## config.mk

```make
export PLATFORM = sky130hd
export DESIGN_NAME = activation_unit
export DESIGN_NICKNAME = d
export VERILOG_FILES = /design/src/rtl/activation_unit.sv
export SDC_FILE = /design/constraint.sdc
export NUM_CORES = 2
export LEC_CHECK = 0
export CORE_ASPECT_RATIO = 1.1
export CORE_MARGIN = 1
export CORE_UTILIZATION = 45
export CTS_CLUSTER_DIAMETER = 200
export CTS_CLUSTER_SIZE = 10
export DETAILED_ROUTE_END_ITERATION = 10
export PLACE_DENSITY = 0.8
export SLEW_MARGIN = 10
export SYNTH_ARGS = -nofsm -noshare
export SYNTH_HDL_FRONTEND = slang
export SYNTH_SLANG_ARGS = --single-unit
export TNS_END_PERCENT = 50
```

## constraint.sdc

```tcl
create_clock -name clk -period 8.48 [get_ports clk]
set_input_delay 2.544 -clock clk [delete_from_list [all_inputs] [get_ports clk]]
set_output_delay 2.544 -clock clk [all_outputs]
set_load 0.005 [all_outputs]
```

## src/rtl/activation_unit.sv

```systemverilog
// rtl/activation_unit.sv - 3-stage requantize / activate / saturate pipeline for accumulator rows
// Optional macro ACT_ROUND_EN: round-half-up (toward +inf) before the requantize shift.
module activation_unit #(
  parameter int MATRIX_WIDTH = 14,
  parameter int ACC_WIDTH    = 32,
  parameter int SHIFT        = 8,
  parameter int RELU6_MAX    = 96
) (
  input  logic                              clk,
  input  logic                              rst,
  input  logic                              enable,
  input  logic                              valid_in,
  input  logic [MATRIX_WIDTH*ACC_WIDTH-1:0] acc_data_in,
  input  logic [3:0]                        activation_function,
  input  logic                              is_signed,
  input  logic [23:0]                       buf_addr_in,
  output logic [MATRIX_WIDTH*8-1:0]         act_data_out,
  output logic [23:0]                       buf_addr_out,
  output logic                              buf_write_en,
  output logic                              saturated
);
  localparam int QW = ACC_WIDTH + 1;
  localparam logic [3:0] ACT_RELU  = 4'd1;
  localparam logic [3:0] ACT_RELU6 = 4'd2;

  logic                              valid1, valid2;
  logic [MATRIX_WIDTH*ACC_WIDTH-1:0] acc1;
  logic [MATRIX_WIDTH*QW-1:0]        q_next, q2;
  logic [3:0]                        func1, func2;
  logic                              sign1, sign2;
  logic [23:0]                       addr1, addr2;
  logic [MATRIX_WIDTH*8-1:0]         act_next;
  logic                              sat_next, lane_sat;

  // One extra bit keeps both the sign-extended and the rounded unsigned value exact.
  function automatic logic [QW-1:0] requant(input logic [ACC_WIDTH-1:0] acc, input logic sgn);
    logic [QW-1:0] ext;
    logic [QW-1:0] q;
    ext = sgn ? {acc[ACC_WIDTH-1], acc} : {1'b0, acc};
`ifdef ACT_ROUND_EN
    ext = ext + (QW'(1) << (SHIFT - 1));
`endif
    if (sgn) q = $signed(ext) >>> SHIFT;
    else     q = ext >> SHIFT;
    return q;
  endfunction

  // Returns {clipped_by_output_saturation, result_byte}.
  function automatic logic [8:0] activate(input logic [QW-1:0] q, input logic [3:0] func,
                                          input logic sgn);
    logic signed [QW-1:0] v;
    logic signed [QW-1:0] hi;
    logic signed [QW-1:0] lo;
    v = $signed(q);
    if ((func == ACT_RELU || func == ACT_RELU6) && v[QW-1]) v = '0;
    if (func == ACT_RELU6 && v > $signed(QW'(RELU6_MAX))) v = QW'(RELU6_MAX);
    hi = sgn ? QW'(127) : QW'(255);
    lo = sgn ? -QW'(128) : QW'(0);
    if (v > hi) return {1'b1, hi[7:0]};
    if (v < lo) return {1'b1, lo[7:0]};
    return {1'b0, v[7:0]};
  endfunction

  always_comb begin
    q_next = '0;
    for (int i = 0; i < MATRIX_WIDTH; i++)
      q_next[i*QW +: QW] = requant(acc1[i*ACC_WIDTH +: ACC_WIDTH], sign1);
  end

  always_comb begin
    act_next = '0;
    sat_next = 1'b0;
    lane_sat = 1'b0;
    for (int i = 0; i < MATRIX_WIDTH; i++) begin
      {lane_sat, act_next[i*8 +: 8]} = activate(q2[i*QW +: QW], func2, sign2);
      sat_next = sat_next | lane_sat;
    end
  end

  always_ff @(posedge clk or negedge rst) begin
    if (!rst) begin
      valid1       <= 1'b0;
      valid2       <= 1'b0;
      buf_write_en <= 1'b0;
      acc1         <= '0;
      func1        <= '0;
      sign1        <= 1'b0;
      addr1        <= '0;
      q2           <= '0;
      func2        <= '0;
      sign2        <= 1'b0;
      addr2        <= '0;
      act_data_out <= '0;
      buf_addr_out <= '0;
      saturated    <= 1'b0;
    end else if (enable) begin
      valid1       <= valid_in;
      valid2       <= valid1;
      buf_write_en <= valid2;
      if (valid_in) begin
        acc1  <= acc_data_in;
        func1 <= activation_function;
        sign1 <= is_signed;
        addr1 <= buf_addr_in;
      end
      if (valid1) begin
        q2    <= q_next;
        func2 <= func1;
        sign2 <= sign1;
        addr2 <= addr1;
      end
      if (valid2) begin
        act_data_out <= act_next;
        saturated    <= sat_next;
        buf_addr_out <= addr2;
      end
    end
  end
endmodule

```

After elaboration in Yosys (flattened, before gate mapping)
Index checks and enable logic that the tools add are counted.
- magnitude comparators: 42
- equality and inequality tests: 2
- mux-type cells: 156
- bitwise logic cells: 13
- reduce and logical (&&, ||, !) cells: 32
- operators with widths (operator ; count):
    two-way mux 33 bit ; 57
    two-way mux 9 bit ; 56
    greater-than comparator 33 x 8 -> 1 bit, second input constant ; 14
    < comparator 33 bit ; 14
    greater-than comparator 33 bit ; 13
    two-way mux 1 bit ; 42
    greater-than comparator 33 x 9 -> 1 bit ; 1
    logical AND 1 bit ; 28
    OR 1 bit ; 13
    two-way mux 8 bit ; 1
    AND reduction 2 bit ; 3
    equality test 4 x 1 -> 1 bit, second input constant ; 1
    equality test 4 x 2 -> 1 bit, second input constant ; 1
    logical OR 1 bit ; 1
- bits in registers: 1108
- input port bits: 481
- output and inout bits: 138
- word-level logic and storage cells: 259

Logic depth before layout (Yosys ltp)
- depth in word-level cells: 25
- depth in mapped cells: 18
- mapped depth without buffers: 16

Worst setup path after synthesis
OpenSTA, ideal clock, no wires.
- path type: register -> register
- start: register q2[164]
- end: register saturated
- setup time: 155 ps
- data arrival time: 4123 ps
- data required time: 8325 ps
- slack: 4202 ps
- stages on the path, launching flop included: 17
- path buffers: 1
- clock period less this slack: 4278 ps
- cell sequence: dfrtp_1 > or4_1 > or3_1 > o21a_1 > a21oi_1 > clkbuf_1 > and2_1 > ha_1 > nor2_1 > or3_1 > or3_1 > a2111oi_0 > nor4_1 > nor2_1 > nand4_1 > nor4_1 > a41oi_1
- longest elaborated chain between the ends: 20
- elaborated cells on any way between the ends: 23
- those cells by class: order compare (3); mux (8); bitwise (10); reduce/logical (2)
- ends and longest elaborated chain (item ; RTL line ; source):
    start: declaration ; 28 ; logic [MATRIX_WIDTH*QW-1:0] q_next, q2;
    start signal: assignment ; 107 ; q2 <= q_next;
    logical AND 1 bit ; 55 ; if ((func == ACT_RELU || func == ACT_RELU6) && v[QW-1]) v = '0;
    two-way mux 33 bit * ; 55 ;
    greater-than comparator 33 x 8 -> 1 bit ; 56 ; if (func == ACT_RELU6 && v > $signed(QW'(RELU6_MAX))) v = QW'(RELU6_MAX);
    logical AND 1 bit ; 56 ;
    two-way mux 33 bit * ; 56 ;
    < comparator 33 bit ; 60 ; if (v < lo) return {1'b1, lo[7:0]};
    two-way mux 1 bit (2 in series) ; 60 ;
    two-way mux 9 bit ; 61 ; return {1'b0, v[7:0]};
    two-way mux 9 bit * ; 60 ;
    OR 1 bit * (10 in series) ; 76 ; sat_next = sat_next | lane_sat;
    end signal: assignment ; 114 ; saturated <= sat_next;
    end: declaration ; 20 ; output logic saturated
Mark *: on every way between the ends. The rest lies on a longest branch, timed or not. The select of a mux whose other input is x is not followed.
A chain may end at the register's enable or synchronous reset.

Final worst setup path
- start: register q2[364]
- end: register saturated
- longest elaborated chain between the ends: 12
- elaborated cells on any way between the ends: 15
- those cells by class: order compare (3); mux (8); bitwise (3); reduce/logical (1)
- ends and longest elaborated chain (item ; RTL line):
    two-way mux 33 bit * ; 55
    greater-than comparator 33 x 8 -> 1 bit ; 56
    logical AND 1 bit ; 56
    two-way mux 33 bit * ; 56
    < comparator 33 bit ; 60
    two-way mux 1 bit (2 in series) ; 60
    two-way mux 9 bit ; 61
    two-way mux 9 bit * ; 60
    OR 1 bit * (3 in series) ; 76
Marks and branches as above.

==> reports/metrics.cfg <==
[outcome]
outcome=completed

[min_path]
min_from=addr2[14]
min_path_cells=2
hp-class=reg -> reg
min_to=buf_addr_out[14]

[global_route]
grt_pass1_vias=30639
antenna_found_initial=19
grtUsageTotal_pct=23.2
grt_max_degree=188
gr-total-overflow=0
grt_pass1_wl_mm=174

[power_and_ir_drop]
power_density_nw_per_um2=287
peakVddDrop_uv=193
p_leak_uw=0.0225

[cells_and_area]
final_area_um2=51900
fillers=7807
nets=4804
final_core_util_pct=55.1
drive_above_1_share_pct=22.1
syn2layout_area_growth_pct=21.2

[die]
ios=619
row_count=118
dieWidth_um=296
start_util_pct=45.4
die_area_um2=96400
coreArea_um2=94200
die_height_um=325

[synth]
synth_area_um2=42800
synth_edf_count=0
avgSynthCellArea_um2=12.1
yosys-top-cells-area=dfrtp_1 52%, mux2_2 19%, ha_1 8.2%
synthCells=3551
synth-main-ff-cell=dfrtp_1
async_flop_share_pct=100
synth-seq-cells=884
synth_top_area_share_pct=51.7
yosys.area.top_type=dfrtp_1
synth_warnings=0
syn-num-nets=4312
synth_cell_types=77
yosysSeqAreaShare_pct=51.7

[critical_path]
cp_data_arrival_time_ps=5990
cp-start-kind=flop
path_max_fanout=18
r2r-end=saturated
end_kind=flop
r2r.worst_path.cells=14
required_ps=8980
r2r_start=q2[364]
reg2reg_slack_ps=2980
setup.worst_path.class=reg -> reg

[detailed_routing]
dr.pass1.iters=5
wl_per_cell_um=21.0
drc=0
drtIter0Drc=1435
drt_wl_total_mm=112
vias_per_cell=5.56
num_vias=29616
final_antenna_net_count=0

[clock_network]
hold_buffers=0
clockBufferDepth=3
cts_buffers=98
cts_htree_levels=3
clk_latency_ps=680
cts_setup_buffers=0
cts-root-buf=clkbuf_16
post_cts_resized=0
cts_sinks=884
clk_pin_slew_ps=60
cts_tree=yes

[timing]
slew_headroom_pct=26.2
final.setup.tns_ps=0
max_freq_ghz=0.182
finalSetupViolCount=0
tightest_slew_ps=1110
holdWs_ps=461
min_period_over_period_pct=64.8
period_needed_ps=5500
finalHoldViolations=0
finalClockSkew_ps=24.7
rsz0062_at_grt=no
finalMaxSlewViolations=0

[job]
cap_viol_max_count=0

[placed_design]
dp_hpwl_mm=77.7
numPortBuffers=506
placed_area_um2=49300
globalplace.congestion=0.858

## per-layer routing
layer / global-route usage [%] / wire length [um] / vias up
met2: 38.3 / 54100 / 703
met4: 9.57 / 3890 / 18
met3: 5.21 / 7020 / 229
met5: 0 / 120 / -
met1: 29.4 / 46700 / 14900
li1: - / - / 13766
## final cells by class
cell class                      count  area [um2]  area share, %
Sequential cell                   884       22100           42.6
Clock buffer                      102        2510           4.84
Timing Repair Buffer              538        5420           10.5
Antenna cell                       13        32.5         0.0627
Tap cell                         1260        1580           3.04
Clock inverter                      5        73.8          0.142
Multi-Input combinational cell   2481       20000           38.5
Inverter                           40         158          0.304
## registers in the layout, summed over array words and instances, names as in the netlist, 4 cells and up
register and flops:
q2 350, acc1 336, act_data_out 112, addr1 24, addr2 24, buf_addr_out 24
func1 4, func2 4
## logic make-up (layout without fill, tap and decap cells)
family	after synthesis	in the layout	synth area share, %
flops	884	884	51.7
other cells	0	13	0
compound gates	531	531	7.83
xor+xnor	1	1	0.0205
fa+ha+maj	280	280	8.18
buf+inv	186	685	1.72
simple gates	938	938	11.3
mux	731	731	19.2
## report_power, final
part	leakage [uW]	switching (uW)	total [uW]	internal, uW
logic	0.0108	2540	5080	2540
registers	0.0104	840	6100	5260
clock network	0.00127	1640	3710	2070
## how the worst max path moves through the flow
stage            start   endpoint  slack (ps)  cells past startpoint
2_1_floorplan  q2[164]  saturated        4200                     16
3_3_place_gp   q2[317]  saturated        3020                     13
3_5_place_dp   q2[364]  saturated        2930                     14
4_1_cts        q2[364]  saturated        2920                     14
5_1_grt        q2[364]  saturated        2520                     14
6_report       q2[364]  saturated        2980                     14
## worst max-delay path, cell delays in order, from the launching register on
cell and delay, ps:
dfrtp_1 410, or4_1 520, o211ai_1 240, a41oi_1 260
a21oi_1 840, nand2_1 240, ha_1 320, nand4b_1 180
nor4_1 420, a31oi_1 150, o22a_1 350, nor4b_2 530
nand4b_1 150, nor4_1 530, a41oi_1 180
## layout by cell type, fill, tap and decap left out, types with 5 or more instances in the layout
master and count:
dfrtp_1 882, mux2_2 730, clkdlybuf4s50_1 505, ha_1 280, nand2_1 278, and2_1 245, a21oi_1 184, nor2_1 139
o21ai_0 127, clkbuf_16 100, nor4_1 61, a21o_1 40, nand4_1 39, inv_1 39, nor3_1 38, nand3_1 27
buf_4 23, and3_1 22, nor2b_1 21, a211oi_1 20, o21a_1 19, a31oi_1 18, o31ai_1 17, diode_2 13
a2111oi_0 11, or4_1 10, o211ai_1 10, nand4b_1 10, nand2b_1 9, buf_12 9, o2111ai_1 8, or3_1 7
and4_1 7, a211o_1 6, a41oi_1 5, o41ai_1 5, a22o_1 5
## cells in the mapped netlist (4+ instances only)
master	instances
a21o_1	40
nand2b_1	9
dfrtp_1	884
buf_6	4
o31ai_1	18
buf_1	10
a21oi_1	184
o21a_1	19
o41ai_1	5
mux2_2	730
o21ai_0	127
a22o_1	5
o2111ai_1	8
nand4_1	39
and2_1	247
o41a_1	4
nor2b_1	21
a211oi_1	20
nand2_1	282
or3_1	7
o211ai_1	10
nor3b_1	4
and3_1	22
nor3_1	38
or4_1	10
nand3_1	27
nand4b_1	10
nor4_1	61
clkbuf_1	127
and4_1	7
a41oi_1	5
inv_1	40
a211o_1	6
a31oi_1	18
a2111oi_0	11
o31a_1	4
nor2_1	139
a21boi_0	4
buf_2	5
ha_1	280
## through the flow
step	setup WS [ps]	instances	total power, uW
after floorplan	4200	3551	9090
after global placement	3020	5202	11000
after detailed placement	2930	5202	11200
after CTS	2920	5309	15000
after global routing	2520	5321	15900
final	2980	5323	14900
No activity file was read; power rests on OpenSTA's default activity.
